`config.mk`:
```
export PLATFORM = sky130hd
export DESIGN_NAME = fetch_unit
export DESIGN_NICKNAME = d
export VERILOG_FILES = /design/src/rtl/cpu_package.sv /design/src/rtl/fetch_fifo.sv /design/src/rtl/fetch_unit.sv
export SDC_FILE = /design/constraint.sdc
export NUM_CORES = 1
export LEC_CHECK = 0
export CORE_MARGIN = 2
export CORE_UTILIZATION = 49
export CTS_BUF_LIST = sky130_fd_sc_hd__clkbuf_4 sky130_fd_sc_hd__clkbuf_8
export DETAILED_ROUTE_END_ITERATION = 7
export HOLD_SLACK_MARGIN = 0.08
export PLACE_DENSITY = 0.89
export RECOVER_POWER = 50
export SYNTH_ARGS = -nofsm -noshare
export SYNTH_HDL_FRONTEND = slang
export SYNTH_HIERARCHICAL = 1
export SYNTH_SLANG_ARGS = --single-unit
```
`constraint.sdc`:
```
create_clock -name clk -period 7.4 [get_ports clk]
set_clock_uncertainty 0.1 [all_clocks]
set_input_delay 1.48 -clock clk [delete_from_list [all_inputs] [get_ports clk]]
set_output_delay 1.48 -clock clk [all_outputs]
set_load 0.1 [all_outputs]
```
`src/rtl/cpu_package.sv`:
```
// Shared fetch-path types: FSM states, instruction width, default reset PC, buffer entry.
// Latency: none (declarations only).
// Backpressure: none (declarations only).
package cpu_package;

  localparam int          INSTR_WIDTH      = 32;
  localparam logic [31:0] DEFAULT_RESET_PC = 32'h0000_0000;

  // FETCH: request outstanding; FULL: buffer full, no request; DRAIN: waiting to drop a stale response.
  typedef enum logic [1:0] {
    FETCH = 2'd0,
    FULL  = 2'd1,
    DRAIN = 2'd2
  } fetch_state_t;

  // One buffered instruction together with the address it was fetched from.
  typedef struct packed {
    logic [31:0]            pc;
    logic [INSTR_WIDTH-1:0] inst;
  } fetch_entry_t;

endpackage

```
`src/rtl/fetch_fifo.sv`:
```
// Synchronous FIFO with flush and occupancy count; head entry is shown combinationally.
// Latency: a push becomes visible at the head the cycle after it is written.
// Backpressure: push is dropped when full unless a pop frees a slot the same cycle; flush beats push/pop.
module fetch_fifo #(
  parameter int  DEPTH = 2,
  parameter int  WIDTH = 64,
  localparam int AW    = (DEPTH > 1) ? $clog2(DEPTH) : 1,
  localparam int CW    = $clog2(DEPTH + 1)
) (
  input  logic             clk,
  input  logic             reset,
  input  logic             push,
  input  logic [WIDTH-1:0] push_dat,
  input  logic             pop,
  input  logic             flush,
  output logic [WIDTH-1:0] head_dat,
  output logic             full,
  output logic             empty,
  output logic [CW-1:0]    count
);

  logic [WIDTH-1:0] mem_q [DEPTH];
  logic [WIDTH-1:0] mem_d [DEPTH];
  logic [AW-1:0]    wr_ptr_q, wr_ptr_d;
  logic [AW-1:0]    rd_ptr_q, rd_ptr_d;
  logic [CW-1:0]    count_q, count_d;
  logic             do_push, do_pop;

  assign full     = (count_q == CW'(DEPTH));
  assign empty    = (count_q == '0);
  assign count    = count_q;
  assign head_dat = mem_q[rd_ptr_q];

  // Next pointers, occupancy and storage; flush clears occupancy and discards any same-cycle push.
  always_comb begin
    do_pop   = pop && !empty;
    do_push  = push && (!full || do_pop);
    mem_d    = mem_q;
    wr_ptr_d = wr_ptr_q;
    rd_ptr_d = rd_ptr_q;
    count_d  = count_q;
    if (flush) begin
      wr_ptr_d = '0;
      rd_ptr_d = '0;
      count_d  = '0;
    end else begin
      if (do_push) begin
        mem_d[wr_ptr_q] = push_dat;
        wr_ptr_d        = wr_ptr_q + AW'(1);
      end
      if (do_pop) begin
        rd_ptr_d = rd_ptr_q + AW'(1);
      end
      count_d = count_q + CW'(do_push) - CW'(do_pop);
    end
  end

  // Control state register with synchronous reset.
  always_ff @(posedge clk) begin
    if (reset) begin
      wr_ptr_q <= '0;
      rd_ptr_q <= '0;
      count_q  <= '0;
    end else begin
      wr_ptr_q <= wr_ptr_d;
      rd_ptr_q <= rd_ptr_d;
      count_q  <= count_d;
    end
  end

  // Data storage needs no reset: entries are only read while counted as occupied.
  always_ff @(posedge clk) begin
    mem_q <= mem_d;
  end

endmodule

```
`src/rtl/fetch_unit.sv`:
```
// Instruction fetch: single-outstanding memory requests, small instruction buffer, redirect handling.
// Latency: imem_ack to inst_valid is one cycle; back-to-back requests while the buffer has room.
// Backpressure: inst_ready low fills the buffer, then imem_req drops until decode pops an entry.
module fetch_unit
  import cpu_package::*;
#(
  parameter logic [31:0] RESET_PC   = DEFAULT_RESET_PC,
  parameter int          FIFO_DEPTH = 2
) (
  input  logic                   clk,
  input  logic                   reset,
  output logic                   imem_req,
  output logic [31:0]            imem_addr,
  input  logic                   imem_ack,
  input  logic [INSTR_WIDTH-1:0] imem_rdata,
  input  logic                   redirect_valid,
  input  logic [31:0]            redirect_pc,
  output logic                   inst_valid,
  output logic [INSTR_WIDTH-1:0] inst,
  output logic [31:0]            inst_pc,
  input  logic                   inst_ready
);

  localparam int CW = $clog2(FIFO_DEPTH + 1);

  fetch_state_t  state_q, state_d;
  logic [31:0]   pc_q, pc_d;       // address of the request in flight (or next to issue)
  logic [31:0]   tgt_q, tgt_d;     // redirect target held while draining a stale response
  logic [31:0]   redirect_tgt;
  logic          buf_push, buf_pop, buf_flush, buf_full, buf_empty;
  logic [CW-1:0] buf_cnt, cnt_after;
  fetch_entry_t  push_entry, head_entry;

  assign redirect_tgt = redirect_pc & 32'hFFFF_FFFC;
  assign push_entry   = '{pc: pc_q, inst: imem_rdata};
  assign buf_pop      = inst_valid && inst_ready;
  assign buf_flush    = redirect_valid;

  fetch_fifo #(
    .DEPTH (FIFO_DEPTH),
    .WIDTH ($bits(fetch_entry_t))
  ) u_buf (
    .clk      (clk),
    .reset    (reset),
    .push     (buf_push),
    .push_dat (push_entry),
    .pop      (buf_pop),
    .flush    (buf_flush),
    .head_dat (head_entry),
    .full     (buf_full),
    .empty    (buf_empty),
    .count    (buf_cnt)
  );

  // The request address is the pc register itself, so it cannot move until the ack retires it.
  assign imem_req   = !reset && (state_q != FULL);
  assign imem_addr  = pc_q;
  assign inst_valid = !reset && !buf_empty;
  assign inst       = inst_valid ? head_entry.inst : '0;
  assign inst_pc    = inst_valid ? head_entry.pc   : '0;

  // Next-state, pc and push decisions; a redirect overrides any same-cycle push or pop.
  always_comb begin
    state_d   = state_q;
    pc_d      = pc_q;
    tgt_d     = tgt_q;
    buf_push  = 1'b0;
    cnt_after = buf_cnt;
    case (state_q)
      FETCH: begin
        if (redirect_valid) begin
          if (imem_ack) begin
            pc_d    = redirect_tgt;
            state_d = FETCH;
          end else begin
            tgt_d   = redirect_tgt;
            state_d = DRAIN;
          end
        end else begin
          if (imem_ack) begin
            buf_push = 1'b1;
            pc_d     = pc_q + 32'd4;
          end
          cnt_after = buf_cnt + CW'(buf_push) - CW'(buf_pop);
          if (cnt_after == CW'(FIFO_DEPTH)) begin
            state_d = FULL;
          end
        end
      end
      FULL: begin
        if (redirect_valid) begin
          pc_d    = redirect_tgt;
          state_d = FETCH;
        end else if (buf_pop || !buf_full) begin
          state_d = FETCH;
        end
      end
      DRAIN: begin
        if (redirect_valid) begin
          tgt_d = redirect_tgt;
        end
        if (imem_ack) begin
          pc_d    = redirect_valid ? redirect_tgt : tgt_q;
          state_d = FETCH;
        end
      end
      default: begin
        state_d = FETCH;
      end
    endcase
  end

  // FSM and pc registers; reset abandons any outstanding request and ignores a same-cycle ack.
  always_ff @(posedge clk) begin
    if (reset) begin
      state_q <= FETCH;
      pc_q    <= RESET_PC;
      tgt_q   <= RESET_PC;
    end else begin
      state_q <= state_d;
      pc_q    <= pc_d;
      tgt_q   <= tgt_d;
    end
  end

endmodule
```
---- Yosys cells after proc, flatten, opt, wreduce, memory -nomap -nowiden ----
Index checks and enable logic that the tools add are counted.
storage, ports and cells
  register bits ........................... 198
  input port bits ......................... 69
  output and inout port bits .............. 98
  word-level logic and storage cells ...... 83
cells by class
  $add $sub $neg .......................... 7
  order comparisons ....................... 3
  equality and inequality tests ........... 12
  multiplexer cells ....................... 30
  bitwise logic cells ..................... 3
  reductions and logical operators ........ 20
operator list
  cell                     number
  $mux W32                 10
  $mux W64                 4
  $bwmux W128              1
  $pmux W32 S3             1
  $demux W64 S1            1
  $pmux W32 S2             1
  $add A32 B3 Y32 const B  1
  $mux W2                  6
  $ne A2 B2 Y1 const B     5
  $eq A2 B2 Y1 const B     3
  $logic_and A1 B1 Y1      6
  $ne A3 B3 Y1 const B     2
  $pmux W2 S3              1
  $reduce_and A3 Y1        2
  $mux W1                  5
  $add A2 B1 Y2            2
  $ge A2 B2 Y1 const B     2
  $logic_not A2 Y1         2
  $not A1 Y2               2
  $reduce_and A4 Y1        1
  $sub A2 B1 Y2            2
  $logic_not A1 Y1         3
  $reduce_bool A3 Y1       1
  $add A1 B1 Y1 const B    2
  8 further kinds          9

---- Logic depth before layout (Yosys ltp) ----
  depth in word-level cells ............... 9
  depth in mapped cells ................... 11

---- Hierarchy ----
Netlist, hierarchy kept.
by module, submodules not included
  module      instances  cells an instance  area each (µm²)  seq. area each (µm²)
  fetch_fifo  1          227                4824.6           3923.8
  fetch_unit  1          614                4551.9           1321.3

---- Least setup slack after synthesis ----
OpenSTA, ideal clock, no wires.
  kind .................................... input to register
  start point ............................. input redirect_valid
  end point ............................... register u_buf/mem_q[0] (netlist bit), enable pin
  data arrival time ....................... 7.089 ns
  required time ........................... 6.721 ns
  slack ................................... -0.368 ns
  stages .................................. 6
  path buffers ............................ 2
  cells stage by stage .................... buf_4 clkbuf_1 nor2b_1 and2_1 o21ai_0 nor3b_1
between the ends
  longest elaborated chain between the ends .. 4
RTL lines
  element                      RTL line          RTL
  from (decl)                  fetch_unit.sv:16  input logic redirect_valid,
  $mux W1                      fetch_unit.sv:71  if (redirect_valid) begin
  $mux W1                      fetch_unit.sv:69  case (state_q)
  net buf_push                 fetch_unit.sv:30  logic buf_push, buf_pop, buf_flush, buf_full, buf_empty;
  $logic_and A1 B1 Y1          fetch_fifo.sv:37  do_push = push && (!full || do_pop);
  $reduce_and A2 Y1 (no line)  -
  to (signal assigned)         fetch_fifo.sv:73  mem_q <= mem_d;
  to (decl)                    fetch_fifo.sv:22  logic [WIDTH-1:0] mem_q [DEPTH];
The timed path passes the listed nets, and every way through them passes these cells.
A chain may end at the register's enable or synchronous reset.

---- Final worst setup path ----
  start point ............................. input reset
  end point ............................... output inst_pc[12]
between the ends
  longest elaborated chain between the ends .. 3
RTL lines
  element              RTL line          RTL
  from (decl)          fetch_unit.sv:11  input logic reset,
  $logic_not A1 Y1     fetch_unit.sv:58  assign inst_valid = !reset && !buf_empty;
  $logic_and A1 B1 Y1  fetch_unit.sv:58
  $mux W32             fetch_unit.sv:60  assign inst_pc = inst_valid ? head_entry.pc : '0;
  to (decl)            fetch_unit.sv:20  output logic [31:0] inst_pc,
Every way passes these cells.

==> results.cfg <==
[outcome]
status = complete, but fails checks
violations = max-capacitance violations, max-slew violations

[timing]
tightest_slew_ps = 2597
relSlewSlack_pct = -73.13
drv_slew = 191
tns_ps = 0
final-hold-violation-count = 0
fmax_ghz = 0.1742
rsz0062_at_grt = false
post-route-min-period_ps = 5740
min_period_over_period_pct = 77.57
setup_violations = 0

[clocking]
htree_levels = 4
cts.sinks = 198
clkLatencyLatePin_ps = 470
numCtsBuffers = 17
clockBufferDepth = 2
cts_root_buf = clkbuf_8
ctsResizeCount = 0
hold_buffers = 0
tritoncts = done
cts_setup_buffers = 0
clk_pin_slew_ps = 100

[logic_synthesis]
avgSynthCellArea_sq_um = 11.15
synth_warnings = 6
post_synth_num_cell_types = 70
synth-simple-area-share_pct = 15.88
seq_area_frac_synth_pct = 55.94
synth_edf_count = 128
synthAdderAreaFrac_pct = 1.068
synth_top_family_by_area = simple AND/OR/NAND/NOR gates
synth_compound_area_share_pct = 14.64
syn_inst = 841
syn-num-nets = 918
synth_area_sq_mm = 0.009376
async_flop_share_pct = 0
synth-xor-area-share_pct = 0.8940
synth.area.mux_share_pct = 8.567
yosys_most_used_dff = edfxtp_1
ys_seq_elements = 198

[floorplanning]
initial_utilization_pct = 49.96
core_sq_mm = 0.01877
dieArea_sq_mm = 0.02026
die_w_um = 142.3
io_pins = 167
die_h_um = 142.3
num_rows = 50

[global_route]
grt_max_degree = 66
antenna_found_initial = 0
grt-ovfl-total = 0
grt_pass1_vias = 7012
grt_usage_pct = 22.15
grt_first_pass_wirelength_um = 35460

[worst_setup_path]
crit_chain = buf_2 > nor2_1 > buf_4 > and2_1 > clkdlybuf4s50_1
cp_max_fo = 24
end_kind = output pin
worstPathRequired_ps = 5820
startpoint_type = primary input
critical_path_class = in2out
arrival_ps = 4160
critPathMaxStageDelay_ps = 1170
worst_path_max_delay_cell = clkdlybuf4s50_1

[power_and_ir_drop]
powerDensity_mw_per_mm2 = 210.9
p_leak_uw = 0.003902
ir_drop_uv = 100.7

[cells_and_area]
insertedDiodeCount = 0
drive_gt1_share_pct = 12.31
area.growth.synth_to_final_pct = 22.93
final_nets = 1055
fillers = 1448
finish.utilization_pct = 61.41

[placed_design]
place.gp.congestion = 0.9114
portBuffers = 164
dp_hpwl_um = 14950

[job]
cap_violations = 4

[detailed_routing]
antenna_left = 0
drc = 0
drt-total-wl_um = 22700
avgRoutedWirePerCell_um = 18.53
viasPerCell = 5.987
drtPass1Iterations = 6
vias = 7334
drt-initial-drc-count = 1013

[worst_hold_path]
hold_path.class = reg2reg
-- Yosys cell counts, drive strengths merged (13+ instances only) --
cell type | instances | area (sq um)
nand4 | 13 | 87.58
dfxtp | 70 | 1401
a22oi | 15 | 112.6
edfxtp | 128 | 3844
a21oi | 59 | 295.3
buf | 14 | 71.32
o21ai | 22 | 110.1
nor2 | 34 | 127.6
and2 | 69 | 431.7
nand3 | 17 | 97.60
mux2 | 66 | 743.2
clkbuf | 44 | 166.4
nand2 | 96 | 360.4
nor3 | 13 | 70.07
-- cell type report --
cell class              count  area [sq um]  area share, %
flip-flops and latches    198          5249          45.54
multi-input cells         573          3870          33.58
repair buffers            176          1712          14.85
well taps                 234         292.8          2.540
clock buffers              18         241.5          2.095
clock inverters            14         116.4          1.010
inverters                  12         45.04         0.3908
-- cell families after synthesis --
group,after synthesis
simple gates,288
flops,198
compound gates,197
mux,72
buf+inv,70
xor+xnor,8
fa+ha+maj,8
-- placed cells by master (no fill, tap or decap), types with 9 or more instances in the layout --
cell type,instances
edfxtp_1,128
a221oi_1,12
mux2_2,66
dlygate4sd3_1,42
a22o_1,12
a22oi_1,15
nand2_1,96
nor2_1,34
nand3_1,16
dfxtp_1,69
a21oi_1,59
nand4_1,12
nor3_1,11
inv_1,11
and2_1,67
clkbuf_8,17
buf_4,9
o21ai_0,21
clkdlybuf4s50_1,120
-- flip-flops by register name, summed over array words and instances (netlist names) --
| register | count |
|---|---|
| imem_addr | 32 |
| state_q | 2 |
| tgt_q | 32 |
| u_buf/count | 2 |
| u_buf/mem_q | 128 |
| u_buf/rd_ptr_q | 1 |
| u_buf/wr_ptr_q | 1 |
-- report_power, final --
group	internal, uW	switching, uW	total [uW]	leakage [uW]
Combinational	150	343	492	0.00197
Sequential	1230	63.0	1300	0.00175
Clock	246	398	643	0.000180
-- worst max-delay path, delay by kind of cell --
kind	cells	cell delay, ps
buffers and inverters	3	1680
and+or+nand+nor	2	980
-- worst paths after layout --
check	slack [ps]	startpoint	end	cells after the start
max	1660	reset	inst_pc[12]	5
max reg2reg	3350	u_buf/count[1]	u_buf/mem_q[99]	6
min	360	tgt_q[9]	tgt_q[9]	2
min reg2reg	360	tgt_q[9]	tgt_q[9]	2
-- per-stage QoR --
stage	hold WS (ps)	worst slack [ps]	cell area (sq um)	total power (uW)	cells
after floorplan	332.0	1884	9387	1653	841
after detailed placement	348.2	2205	11190	1812	1193
after global placement	337.7	2196	11190	1799	1193
after CTS	362.4	2205	11550	2445	1225
after global routing	383.0	1411	11530	2513	1225
final	360.0	1660	11530	2431	1225
-- metal layers --
layer  track usage [%]  vias up  wire (um)
met5                 0        -          0
met2             36.33      382      10770
li1                  -     3422          -
met3             4.441       56       1773
met1             28.98     3474       9683
met4             8.911        0        479
(Power assumes the default switching activity.)
